## config.mk

```make
export PLATFORM = sky130hd
export DESIGN_NAME = keccak_byte_packer
export DESIGN_NICKNAME = d
export VERILOG_FILES = /design/src/rtl/keccak_pkg.sv /design/src/rtl/kpack_word_fifo.sv /design/src/rtl/keccak_byte_packer.sv
export SDC_FILE = /design/constraint.sdc
export NUM_CORES = 1
export LEC_CHECK = 0
export ABC_AREA = 1
export CAP_MARGIN = 20
export CORE_ASPECT_RATIO = 0.5
export CORE_MARGIN = 2
export CORE_UTILIZATION = 30
export CTS_CLUSTER_SIZE = 12
export DETAILED_ROUTE_END_ITERATION = 8
export SLEW_MARGIN = 20
export SYNTH_ARGS = -nofsm -noshare
export SYNTH_HDL_FRONTEND = slang
export SYNTH_SLANG_ARGS = --single-unit
```

## constraint.sdc

```tcl
create_clock -name clk -period 5.3 [get_ports clk]
set_clock_uncertainty 0.1 [all_clocks]
set_input_delay 1.06 -clock clk [delete_from_list [all_inputs] [get_ports clk]]
set_output_delay 1.06 -clock clk [all_outputs]
set_load 0.005 [all_outputs]
```

## src/rtl/keccak_pkg.sv

```systemverilog
// keccak_pkg
//   Shared types for the keccak byte packer: the word record that travels
//   through the packer FIFO, the packer FSM state encoding and the number of
//   bytes per keccak input word.
//   No ports (package).
package keccak_pkg;

  localparam int WORD_BYTES = 4;

  // One keccak input word plus the final-word markers that accompany it.
  typedef struct packed {
    logic [31:0] data;
    logic        last;
    logic [1:0]  bn;
  } kpack_word_t;

  typedef enum logic [1:0] {
    FILL  = 2'd0,
    PAD   = 2'd1,
    DRAIN = 2'd2
  } kpack_state_t;

endpackage

```

## src/rtl/kpack_word_fifo.sv

```systemverilog
// kpack_word_fifo
//   Small word FIFO between the byte packer and the keccak core. Storage is
//   registered; the head entry is presented combinationally (fall-through),
//   so a word written at one edge is visible right after that edge.
//   The head drives all zeros while the FIFO is empty.
// Ports
//   clk        in   clock, rising edge
//   reset      in   asynchronous active-high reset, empties the FIFO
//   push       in   write push_word (ignored while full)
//   push_word  in   word record to write
//   pop        in   drop the head entry (ignored while empty)
//   head       out  current head entry, zero when empty
//   full       out  DEPTH entries held
//   empty      out  no entries held
module kpack_word_fifo
  import keccak_pkg::*;
#(
  parameter int DEPTH = 2
) (
  input  logic        clk,
  input  logic        reset,
  input  logic        push,
  input  kpack_word_t push_word,
  input  logic        pop,
  output kpack_word_t head,
  output logic        full,
  output logic        empty
);

  localparam int AW = (DEPTH > 1) ? $clog2(DEPTH) : 1;

  kpack_word_t     mem [DEPTH];
  logic [AW-1:0]   wr_ptr;
  logic [AW-1:0]   rd_ptr;
  logic [AW:0]     count;
  logic            do_push;
  logic            do_pop;

  assign do_push = push && !full;
  assign do_pop  = pop && !empty;
  assign full    = (count == (AW+1)'(DEPTH));
  assign empty   = (count == '0);
  assign head    = empty ? '0 : mem[rd_ptr];

  // Storage, pointers and occupancy. DEPTH is a power of two, so the
  // pointers wrap naturally; a simultaneous push and pop leaves the count
  // unchanged.
  always_ff @(posedge clk or posedge reset) begin
    if (reset) begin
      wr_ptr <= '0;
      rd_ptr <= '0;
      count  <= '0;
      for (int i = 0; i < DEPTH; i++) begin
        mem[i] <= '0;
      end
    end else begin
      if (do_push) begin
        mem[wr_ptr] <= push_word;
        wr_ptr      <= wr_ptr + AW'(1);
      end
      if (do_pop) begin
        rd_ptr <= rd_ptr + AW'(1);
      end
      case ({do_push, do_pop})
        2'b10:   count <= count + (AW+1)'(1);
        2'b01:   count <= count - (AW+1)'(1);
        default: count <= count;
      endcase
    end
  end

endmodule

```

## src/rtl/keccak_byte_packer.sv

```systemverilog
// keccak_byte_packer
//   Upstream feeder for the keccak core. Packs a valid/ready byte stream
//   big-endian into 32-bit words (first byte in [31:24]) and presents them to
//   keccak through a small FIFO. A partial final word carries byte_num 1..3;
//   a message whose length is a multiple of 4 is followed by an all-zero word
//   with byte_num 0 and is_last 1.
//   Optional feature macro: KPACK_MSG_LEN_EN adds the msg_len output.
// Ports
//   clk           in   clock, rising edge
//   reset         in   asynchronous active-high reset
//   s_data        in   message byte
//   s_valid       in   s_data valid
//   s_last        in   s_data is the final byte of the message
//   s_ready       out  byte accepted when s_valid & s_ready
//   k_in          out  word to keccak.in (zero when nothing queued)
//   k_in_ready    out  word available for keccak
//   k_is_last     out  word is the final word of the message
//   k_byte_num    out  valid bytes in the final word (0..3)
//   k_buffer_full in   keccak cannot take a word this cycle
//   msg_done      out  pulse in the cycle the final word is consumed
//   msg_len       out  (KPACK_MSG_LEN_EN only) accepted bytes of the message
module keccak_byte_packer
  import keccak_pkg::*;
#(
  parameter int DEPTH = 2
) (
  input  logic        clk,
  input  logic        reset,
  input  logic [7:0]  s_data,
  input  logic        s_valid,
  input  logic        s_last,
  output logic        s_ready,
  output logic [31:0] k_in,
  output logic        k_in_ready,
  output logic        k_is_last,
  output logic [1:0]  k_byte_num,
  input  logic        k_buffer_full,
  output logic        msg_done
`ifdef KPACK_MSG_LEN_EN
  , output logic [31:0] msg_len
`endif
);

  localparam logic [1:0] LAST_IDX = 2'(WORD_BYTES - 1);

  kpack_state_t state;
  logic [31:0]  acc;
  logic [1:0]   byte_cnt;
  logic [31:0]  merged;
  logic         accept;
  logic         push;
  kpack_word_t  push_word;
  logic         pop;
  kpack_word_t  head;
  logic         fifo_full;
  logic         fifo_empty;

  // Bytes are only taken while filling and while there is FIFO room; reset
  // is included so s_ready is held low for the whole reset interval.
  assign s_ready = (state == FILL) && !fifo_full && !reset;
  assign accept  = s_valid && s_ready;

  // Current byte dropped into its big-endian lane on top of the bytes
  // already collected; lanes not yet written stay zero.
  assign merged = acc | ({s_data, 24'h0} >> {byte_cnt, 3'b000});

  // Decide what, if anything, enters the FIFO this cycle: a full word, a
  // partial final word, or the zero padding word after a 4-byte-aligned end.
  always_comb begin
    push      = 1'b0;
    push_word = '0;
    case (state)
      FILL: begin
        if (accept) begin
          if (byte_cnt == LAST_IDX) begin
            push      = 1'b1;
            push_word = '{data: merged, last: 1'b0, bn: 2'd0};
          end else if (s_last) begin
            push      = 1'b1;
            push_word = '{data: merged, last: 1'b1, bn: byte_cnt + 2'd1};
          end
        end
      end
      PAD: begin
        if (!fifo_full) begin
          push      = 1'b1;
          push_word = '{data: 32'h0, last: 1'b1, bn: 2'd0};
        end
      end
      default: begin
        push      = 1'b0;
        push_word = '0;
      end
    endcase
  end

  kpack_word_fifo #(
    .DEPTH (DEPTH)
  ) u_fifo (
    .clk       (clk),
    .reset     (reset),
    .push      (push),
    .push_word (push_word),
    .pop       (pop),
    .head      (head),
    .full      (fifo_full),
    .empty     (fifo_empty)
  );

  assign k_in_ready = !fifo_empty;
  assign pop        = k_in_ready && !k_buffer_full;
  assign k_in       = head.data;
  assign k_is_last  = head.last;
  assign k_byte_num = head.bn;
  assign msg_done   = pop && head.last;

  // Packer FSM with accumulator and byte counter. A final byte that
  // completes a word still needs the padding word, hence the PAD detour;
  // DRAIN holds off the next message until keccak has taken the final word.
  always_ff @(posedge clk or posedge reset) begin
    if (reset) begin
      state    <= FILL;
      acc      <= '0;
      byte_cnt <= '0;
    end else begin
      case (state)
        FILL: begin
          if (accept) begin
            if ((byte_cnt == LAST_IDX) || s_last) begin
              acc      <= '0;
              byte_cnt <= '0;
            end else begin
              acc      <= merged;
              byte_cnt <= byte_cnt + 2'd1;
            end
            if (s_last) begin
              state <= (byte_cnt == LAST_IDX) ? PAD : DRAIN;
            end
          end
        end
        PAD: begin
          if (!fifo_full) begin
            state <= DRAIN;
          end
        end
        DRAIN: begin
          if (msg_done) begin
            state <= FILL;
          end
        end
        default: state <= FILL;
      endcase
    end
  end

`ifdef KPACK_MSG_LEN_EN
  logic in_msg;

  // Byte counter for the current message. The first byte of a message
  // restarts it at 1, so the final length stays visible from the end of the
  // message through msg_done until the next message begins.
  always_ff @(posedge clk or posedge reset) begin
    if (reset) begin
      msg_len <= '0;
      in_msg  <= 1'b0;
    end else if (accept) begin
      msg_len <= in_msg ? (msg_len + 32'd1) : 32'd1;
      in_msg  <= !s_last;
    end
  end
`endif

endmodule
```

# Yosys cells after proc, flatten, opt, wreduce, memory -nomap -nowiden
# Cells that the tools add are included.
# word_totals
ram_bits	0
wordCells	78
n_memories	0
output_inout_bits	38
ff_bits	110
romBits	0
in_bits	13
latch_bits	0
# op_classes
div_mod_pow	0
n_bitwise	3
muxes	26
eq_ne	10
multipliers	0
shifts	1
reduce_logical	18
addsub	5
n_lt_le_gt_ge	3
# ops
cell	n
two-way mux 35 bit	8
bitwise mux 70 bit	1
one-hot mux 35 bit (2 select lines)	1
demux 35 bit (select 1 bit)	1
two-way mux 32 bit	1
bitwise OR 32 bit	1
>> shifter 32 x 5 -> 32 bit	1
two-way mux 2 bit	6
== test 2 bit, second input constant	4
logical AND 1 bit	8
inequality test 2 bit, second input constant	4
one-hot mux 2 bit (3 select lines)	1
adder 2 x 1 -> 2 bit, second input constant	2
== test 2 x 1 -> 1 bit, second input constant	2
>= comparator 2 bit, second input constant	2
zero test 1 bit	4
zero test 2 bit	2
two-way mux 1 bit	4
NOT 1 -> 2 bit	2
one-hot mux 2 bit (2 select lines)	1
AND reduction 4 bit	1
two-way mux 3 bit	1
adder 1 bit, second input constant	2
< comparator 2 x 1 -> 1 bit, second input constant	1
5 further kinds	5

# Longest topological paths before layout
# Gate-level depths: netlist of run 1.
# logic_depth
ltp_word	10
depth_mapped	10
mapped_depth_nobuf	10

# By module
# From an unflattened synthesis of run 1, not the netlist that was laid out.
# hier_totals
cells_unflattened	761
hier_area_um2	5799.3
# by_module_without_submodules
mod	seq_area_each_um2	cells_each	area_per_inst_um2	instances
kpack_word_fifo	1851.8	457	3609.7	1
keccak_byte_packer	900.9	304	2189.6	1

# Worst setup path after synthesis of run 1
# OpenSTA, ideal clock, no wires.
# synth_timing
path_type	input to output
start	input port reset
end	output port s_ready
setup_slack_ns	0.419
stages	3
path_buffers	0
arrival_time_ns	3.721
required_time_ns	4.140
path_cell_list	inv_1 > nand2_2 > nor2_4
# synth_via
elab_chain_cells	2
# synth_rtl
element	line	source
start: declaration	keccak_byte_packer.sv:28	input logic reset,
zero test 1 bit (no line)	n/a	
logical AND 1 bit	keccak_byte_packer.sv:60	assign s_ready = (state == FILL) && !fifo_full && !reset;
end: declaration	keccak_byte_packer.sv:32	output logic s_ready,
# Every way passes these cells.

# Worst setup path after layout of run 1
# Ends and elaborated chain as after synthesis.

==> impl_metrics.csv, run 1 <==
group,metric,value,unit
cts,cts_root_buf,"clkbuf_16",
cts,holdBufCountCts,0,
synth,synth_common_cells,"278 x nand2_1, 110 x dfrtp_1, 92 x nand3_1, 72 x a21oi_1, 47 x o21ai_0",
worst_hold_path,worstHoldStart,"u_fifo.mem[6]$_DFFE_PP0P_",
timing,hold_viol,0,
die,die_x,198,um
drt,post_drt_wl_per_cell,14.7,um
synth,synth_top_area_cell,"dfrtp_1",
worst_setup_path,arrival,2.55,ns
grt,grt_overflow,0,
worst_setup_path,crit_family,"buffers and inverters",
worst_setup_path,crit_path_max_incr_delay,0.51,ns
cts,clk-insertion-delay-late,0.35,ns
worst_setup_path,critPathCaptureType,"primary output",
drt,wl_met2,6.41,mm
worst_setup_path,worst_ep_required_time,4.14,ns
cts,clk_pin_slew,0.07,ns
grt,grt_pass1_vias,4747,
die,core,18400,um2
final_layout,areaGrowthSynthToFinish,15.6,%
placed_design,dpl.cell_count,1025,
synth,synth_fp_nets,773,
timing,slew_headroom,43.9,%
timing,fin_ws,1.59,ns
drt,vias,4991,
drt,drtPass1Iterations,5,
placed_design,dpl.hpwl,9.92,mm
synth,yosys-top-cells-area,"dfrtp_1 49%, nand2_1 18%, nand3_1 8.1%",
timing,worst_slew_pin_slew,0.839,ns
synth,yosysMostFrequentCell,"nand2_1",
worst_setup_path,critPathBufInv,3,
synth,yosysSeqAreaShare,48.7,%
placed_design,dp_worst_setup_slack,1.32,ns
final_layout,fin_cells,1041,
timing,finalMaxSlewViolations,0,
worst_setup_path,timing.rr.end,"u_fifo.mem[41]$_DFFE_PP0P_",
worst_setup_path,crit_type,"primary input to primary output",
cts,cts.htree.levels,3,
worst_setup_path,crit_slowest_cell,"clkdlybuf4s50_1",
pwr,ir_drop,0.162,mV
final_layout,antenna_cells,0,
drt,highest_layer,"met4",
drt,drt_iter0_drc,493,
worst_setup_path,worstPathCellList,"clkdlybuf4s50_1 -> inv_4 -> nand2_2 -> nor2_4 -> clkdlybuf4s50_1",
cts,cts_buffer_depth,2,
worst_setup_path,cp_common_cell,"clkdlybuf4s50_1",
cts,cts_tree,"built",
drt,post-route-drc-count,0,
run_status,status,"completed",
cts,post_cts_resized,0,
worst_setup_path,rrSetupSlack,1.94,ns
synth,ys.flop_type,"dfrtp_1",
worst_hold_path,min_to,"u_fifo.mem[6]$_DFFE_PP0P_",
die,die_y,101,um
drt,routed_wirelength,15.3,mm
worst_setup_path,regToRegStartpoint,"byte_cnt[1]$_DFFE_PP0P_",
final_layout,finalNetCount,792,
timing,min_period,3.71,ns
grt,grt_usage,16.3,%
grt,antenna_found_initial,0,
drt,routed_via_density,4.79,
pwr,powerDensity,436,nW/um2
worst_setup_path,path_max_fanout,25,
cts,cts_made_buffers,9,
synth,async_reset_ff_share,100,%
timing,post-route-period-util,70.0,%
die,start_util,30.7,%
timing,setup_violations,0,
final_layout,layout-drive-gt1-share,5.24,%
cts,postCtsSetupBuffers,0,
grt,grt_max_degree,88,
drt,wl_met3,1.02,mm
timing,tns,0,ns
synth,syn_avg_cell_area,7.46,um2
die,dieArea,20000,um2
drt,wl_met1,7.76,mm
timing,rsz0062_at_grt,"no",
synth,synth_edf_count,0,
placed_design,io_buffers,50,
synth,ys_seq_elements,110,
die,rows,35,
grt,grt_pass1_wl,25.4,mm
worst_hold_path,hold_class,"flop to flop",
die,boundaryPins,51,
worst_setup_path,r2r_cells,10,
cts,clock_sink_count,110,
worst_setup_path,critPathLaunchType,"primary input",
timing,fmax,269,MHz
placed_design,globalplace.congestion,0.789,
worst_setup_path,startpoint,"reset",
synth,synth_warnings,0,
worst_hold_path,hold_depth,2,
synth,synthCells,758,
synth,synth.distinct_cells,24,
synth,syn_area,5650,um2
flow_run,drv_cap,0,
drt,ant_nets,0,
synth,synth_top_area_share,48.7,%
pwr,power.static_leakage,3.06,nW
## state kept, by name, summed over array words and instances, names as in the netlist
name	cells
byte_cnt	2
u_fifo.rd_ptr	1
u_fifo.wr_ptr	1
acc	32
state	2
u_fifo.count	2
u_fifo.mem	70
## layout make-up
cell class	instances	area, um2
Sequential cell	110	2750
Tap cell	259	324
Clock inverter	7	48.8
Fill cell	1957	11900
Clock buffer	9	225
Inverter	50	190
Timing Repair Buffer	60	579
Multi-Input combinational cell	546	2420
## metrics by stage
stage / cell area [um2] / util, % / total power, mW / hold WS (ns)
global route: 6540 / 35.5 / 3.06 / 0.392
floorplan: 5650 / - / 1.89 / 0.342
CTS: 6540 / 35.5 / 2.86 / 0.377
finish: 6540 / 35.5 / 2.85 / 0.372
detailed placement: 6260 / 34.0 / 2.22 / 0.358
global placement: 6260 / 34.0 / 2.20 / 0.354
## layout by cell type (no fill, tap or decap), drive strengths merged, types with 2 or more instances in the layout
master	n
a21oi	73
buf	10
clkbuf	9
clkdlybuf4s50	50
clkinv	7
dfrtp	110
ha	2
inv	49
nand2	284
nand3	92
nand4	2
nor2	41
o21ai	49
xor2	2
## cell families (layout without fill, tap and decap cells)
family / after synthesis / count (layout) / synth area share [%]
simple gates: 419 / 419 / 31.0
flops: 110 / 110 / 48.7
buf+inv: 102 / 126 / 8.54
compound gates: 122 / 122 / 10.9
fa+ha+maj: 2 / 2 / 0.443
xor+xnor: 3 / 3 / 0.465
## worst register-to-register path: cells and delay by family, from the launching register on
family	cells	cell delay [ns]
and+or+nand+nor	6	1.50
DFF	1	0.72
buffers and inverters	3	0.68
adders and majority gates	1	0.25
## worst max-delay path by stage
stage	to	slack, ns	cells past startpoint
2_1_floorplan	s_ready	0.42	3
3_3_place_gp	u_fifo.mem[6]$_DFFE_PP0P_	1.39	10
3_5_place_dp	u_fifo.mem[22]$_DFFE_PP0P_	1.32	10
4_1_cts	s_ready	1.55	5
5_1_grt	u_fifo.mem[52]$_DFFE_PP0P_	1.42	10
6_report	s_ready	1.59	5
## power breakdown
group / switching, mW / internal (mW) / total (mW)
registers: 0.105 / 0.974 / 1.08
clock network: 0.322 / 0.321 / 0.643
logic: 0.810 / 0.317 / 1.13
total: 1.24 / 1.61 / 2.85
## layer usage
layer  up-vias  track usage [%]
met2       120             23.0
met4         0             3.76
li1       2455                -
met5         -                0
met1      2406             24.8
met3        10             3.91
(Power assumes the default switching activity.)
==> run 2, diff against run 1 <==
- clock period: 5.3 -> 3.55 ns (I/O delays scaled with it)
==> run 2 against run 1 <==
- sequential share of layout area fell by 0.17 points
- sequential power increased by 50%
- clock power increased by 51%
- routed wire length is 0.44% lower
- register-to-register slack worse by 0.96 ns
- critical path depth unchanged
- total power up 49%
- flip-flop and latch count unchanged
- cell count barely moved
- global-route usage decreased by 0.40 points
- critical path type is now flop to primary output
- critical endpoint is now k_in[14]
- largest cell class unchanged
==> impl_metrics.csv, run 2 (synthesized netlist as in run 1, its figures left out) <==
group,metric,value,unit
run_status,status,"completed",
cts,cts_root_buf,"clkbuf_16",
final_layout,areaGrowthSynthToFinish,16.1,%
worst_setup_path,critPathLaunchType,"flop",
die,start_util,30.7,%
final_layout,mostFrequentLayoutCells,"278 x nand2_1, 110 x dfrtp_1, 92 x nand3_1",
timing,worst_slew_pin_slew,0.863,ns
cts,holdBufCountCts,0,
worst_setup_path,crit_path_max_incr_delay,0.58,ns
timing,min_period,3.14,ns
cts,clk-insertion-delay-late,0.35,ns
die,rows,35,
drt,ant_nets,0,
die,dieArea,20000,um2
cts,cts.htree.levels,3,
worst_setup_path,startpoint,"u_fifo.rd_ptr$_DFFE_PP0P_",
pwr,power.static_leakage,3.07,nW
placed_design,placed_cell_area,6280,um2
timing,slew_headroom,42.5,%
worst_setup_path,arrival,2.33,ns
worst_setup_path,regToRegStartpoint,"byte_cnt[1]$_DFFE_PP0P_",
final_layout,reg.largest.list,"u_fifo.mem: 70 flops, acc: 32 flops",
drt,vias,4993,
final_layout,top_register,"u_fifo.mem",
die,core,18400,um2
grt,grt_pass1_wl,24.7,mm
placed_design,dpl.hpwl,9.99,mm
drt,drtPass1Iterations,5,
final_layout,largest_reg_flops,70,
timing,tns,0,ns
die,die_y,101,um
drt,post-route-drc-count,0,
drt,post_drt_wl_per_cell,14.6,um
timing,rsz0062_at_grt,"no",
timing,setup_violations,0,
placed_design,io_buffers,50,
cts,postCtsSetupBuffers,0,
worst_setup_path,path_max_fanout,23,
cts,cts_tree,"built",
worst_setup_path,critPathCaptureType,"primary output",
timing,post-route-period-util,88.5,%
grt,grt_max_degree,71,
grt,antenna_found_initial,0,
cts,clock_sink_count,110,
flow_run,drv_cap,0,
worst_hold_path,worstHoldStart,"u_fifo.mem[65]$_DFFE_PP0P_",
cts,clk_pin_slew,0.07,ns
final_layout,antenna_cells,0,
final_layout,final_common_cell,"nand2_1",
final_layout,finalNetCount,793,
cts,cts_made_buffers,9,
die,die_x,198,um
worst_setup_path,worstPathCellList,"clkinv_1 -> buf_4 -> nand2_1 -> a21oi_1 -> clkdlybuf4s50_1",
worst_hold_path,hold_class,"flop to flop",
timing,finalMaxSlewViolations,0,
drt,routed_wirelength,15.2,mm
final_layout,layout-drive-gt1-share,5.36,%
pwr,ir_drop,0.272,mV
final_layout,design_area,6570,um2
worst_setup_path,crit_slowest_cell,"clkinv_1",
worst_setup_path,worst_ep_required_time,2.74,ns
cts,cts_buffer_depth,2,
grt,grt_overflow,0,
drt,drt_iter0_drc,468,
placed_design,globalplace.congestion,0.802,
timing,fmax,318,MHz
cts,post_cts_resized,0,
drt,routed_via_density,4.79,
worst_setup_path,crit_type,"flop to primary output",
grt,grt_usage,15.9,%
pwr,powerDensity,647,nW/um2
grt,grt_pass1_vias,4554,
die,boundaryPins,51,
timing,hold_viol,0,
==> run 2: changes by cell type in the layout (fill, tap and decap cells not counted) <==
| cell | previous run | this run |
|---|---|---|
| clkbuf_8 | 0 | 1 |
| clkinv_2 | 3 | 2 |
| clkinvlp_4 | 1 | 2 |
| buf_12 | 0 | 1 |
| inv_4 | 1 | 0 |
| buf_4 | 9 | 10 |
| buf_6 | 1 | 0 |
==> run 2: final cells by class <==
class	instances	area [um2]
fill	1912	11900
sequential	110	2750
multi-input combinational	546	2420
timing repair buffer	61	596
tap	259	324
clock buffer	10	239
inverter	50	191
clock inverter	6	43.8
==> run 2: where the power goes <==
part	total, mW	switching [mW]	internal (mW)
Sequential	1.62	0.162	1.45
Clock	0.974	0.474	0.500
Combinational	1.66	1.18	0.479
==> run 2: final timing paths <==
kind	to	slack, ns	cells after the start
setup / recovery	k_in[14]	0.41	5
hold / removal	u_fifo.mem[65]$_DFFE_PP0P_	0.37	2
setup reg to reg	u_fifo.count[1]$_DFFE_PP0P_	0.98	10
hold reg to reg	u_fifo.mem[65]$_DFFE_PP0P_	0.37	2
max in group asynchronous	u_fifo.count[0]$_DFFE_PP0P_	1.21	4
min in group asynchronous	state[0]$_DFFE_PP0P_	0.84	3
==> run 2: routing by layer <==
metal | routed length, um | share of wire (%) | up-vias | track usage (%)
met2 | 6170 | 40 | 119 | 21.6
met1 | 8020 | 53 | 2407 | 25.1
met3 | 901 | 5.9 | 12 | 3.41
met4 | 155 | 1.0 | 0 | 3.64
met5 | 0 | 0 | - | 0
li1 | - | - | 2455 | -
==> run 2: critical path: cells and delay by family (launching register included) <==
kind	cells	cell delay (ns)
buf+inv	3	1.49
flops	1	0.35
simple gates	1	0.07
compound gates	1	0.06
==> run 2: stage by stage <==
step	power (mW)	cells	utilization (%)	hold WS, ns	setup WS [ns]
after floorplan	2.83	758	-	0.342	0.0892
after global placement	3.28	1026	34.1	0.353	0.759
after detailed placement	3.31	1026	34.1	0.358	0.752
after CTS	4.29	1042	35.6	0.377	0.385
after global routing	4.56	1042	35.6	0.395	0.211
final	4.25	1042	35.6	0.371	0.408
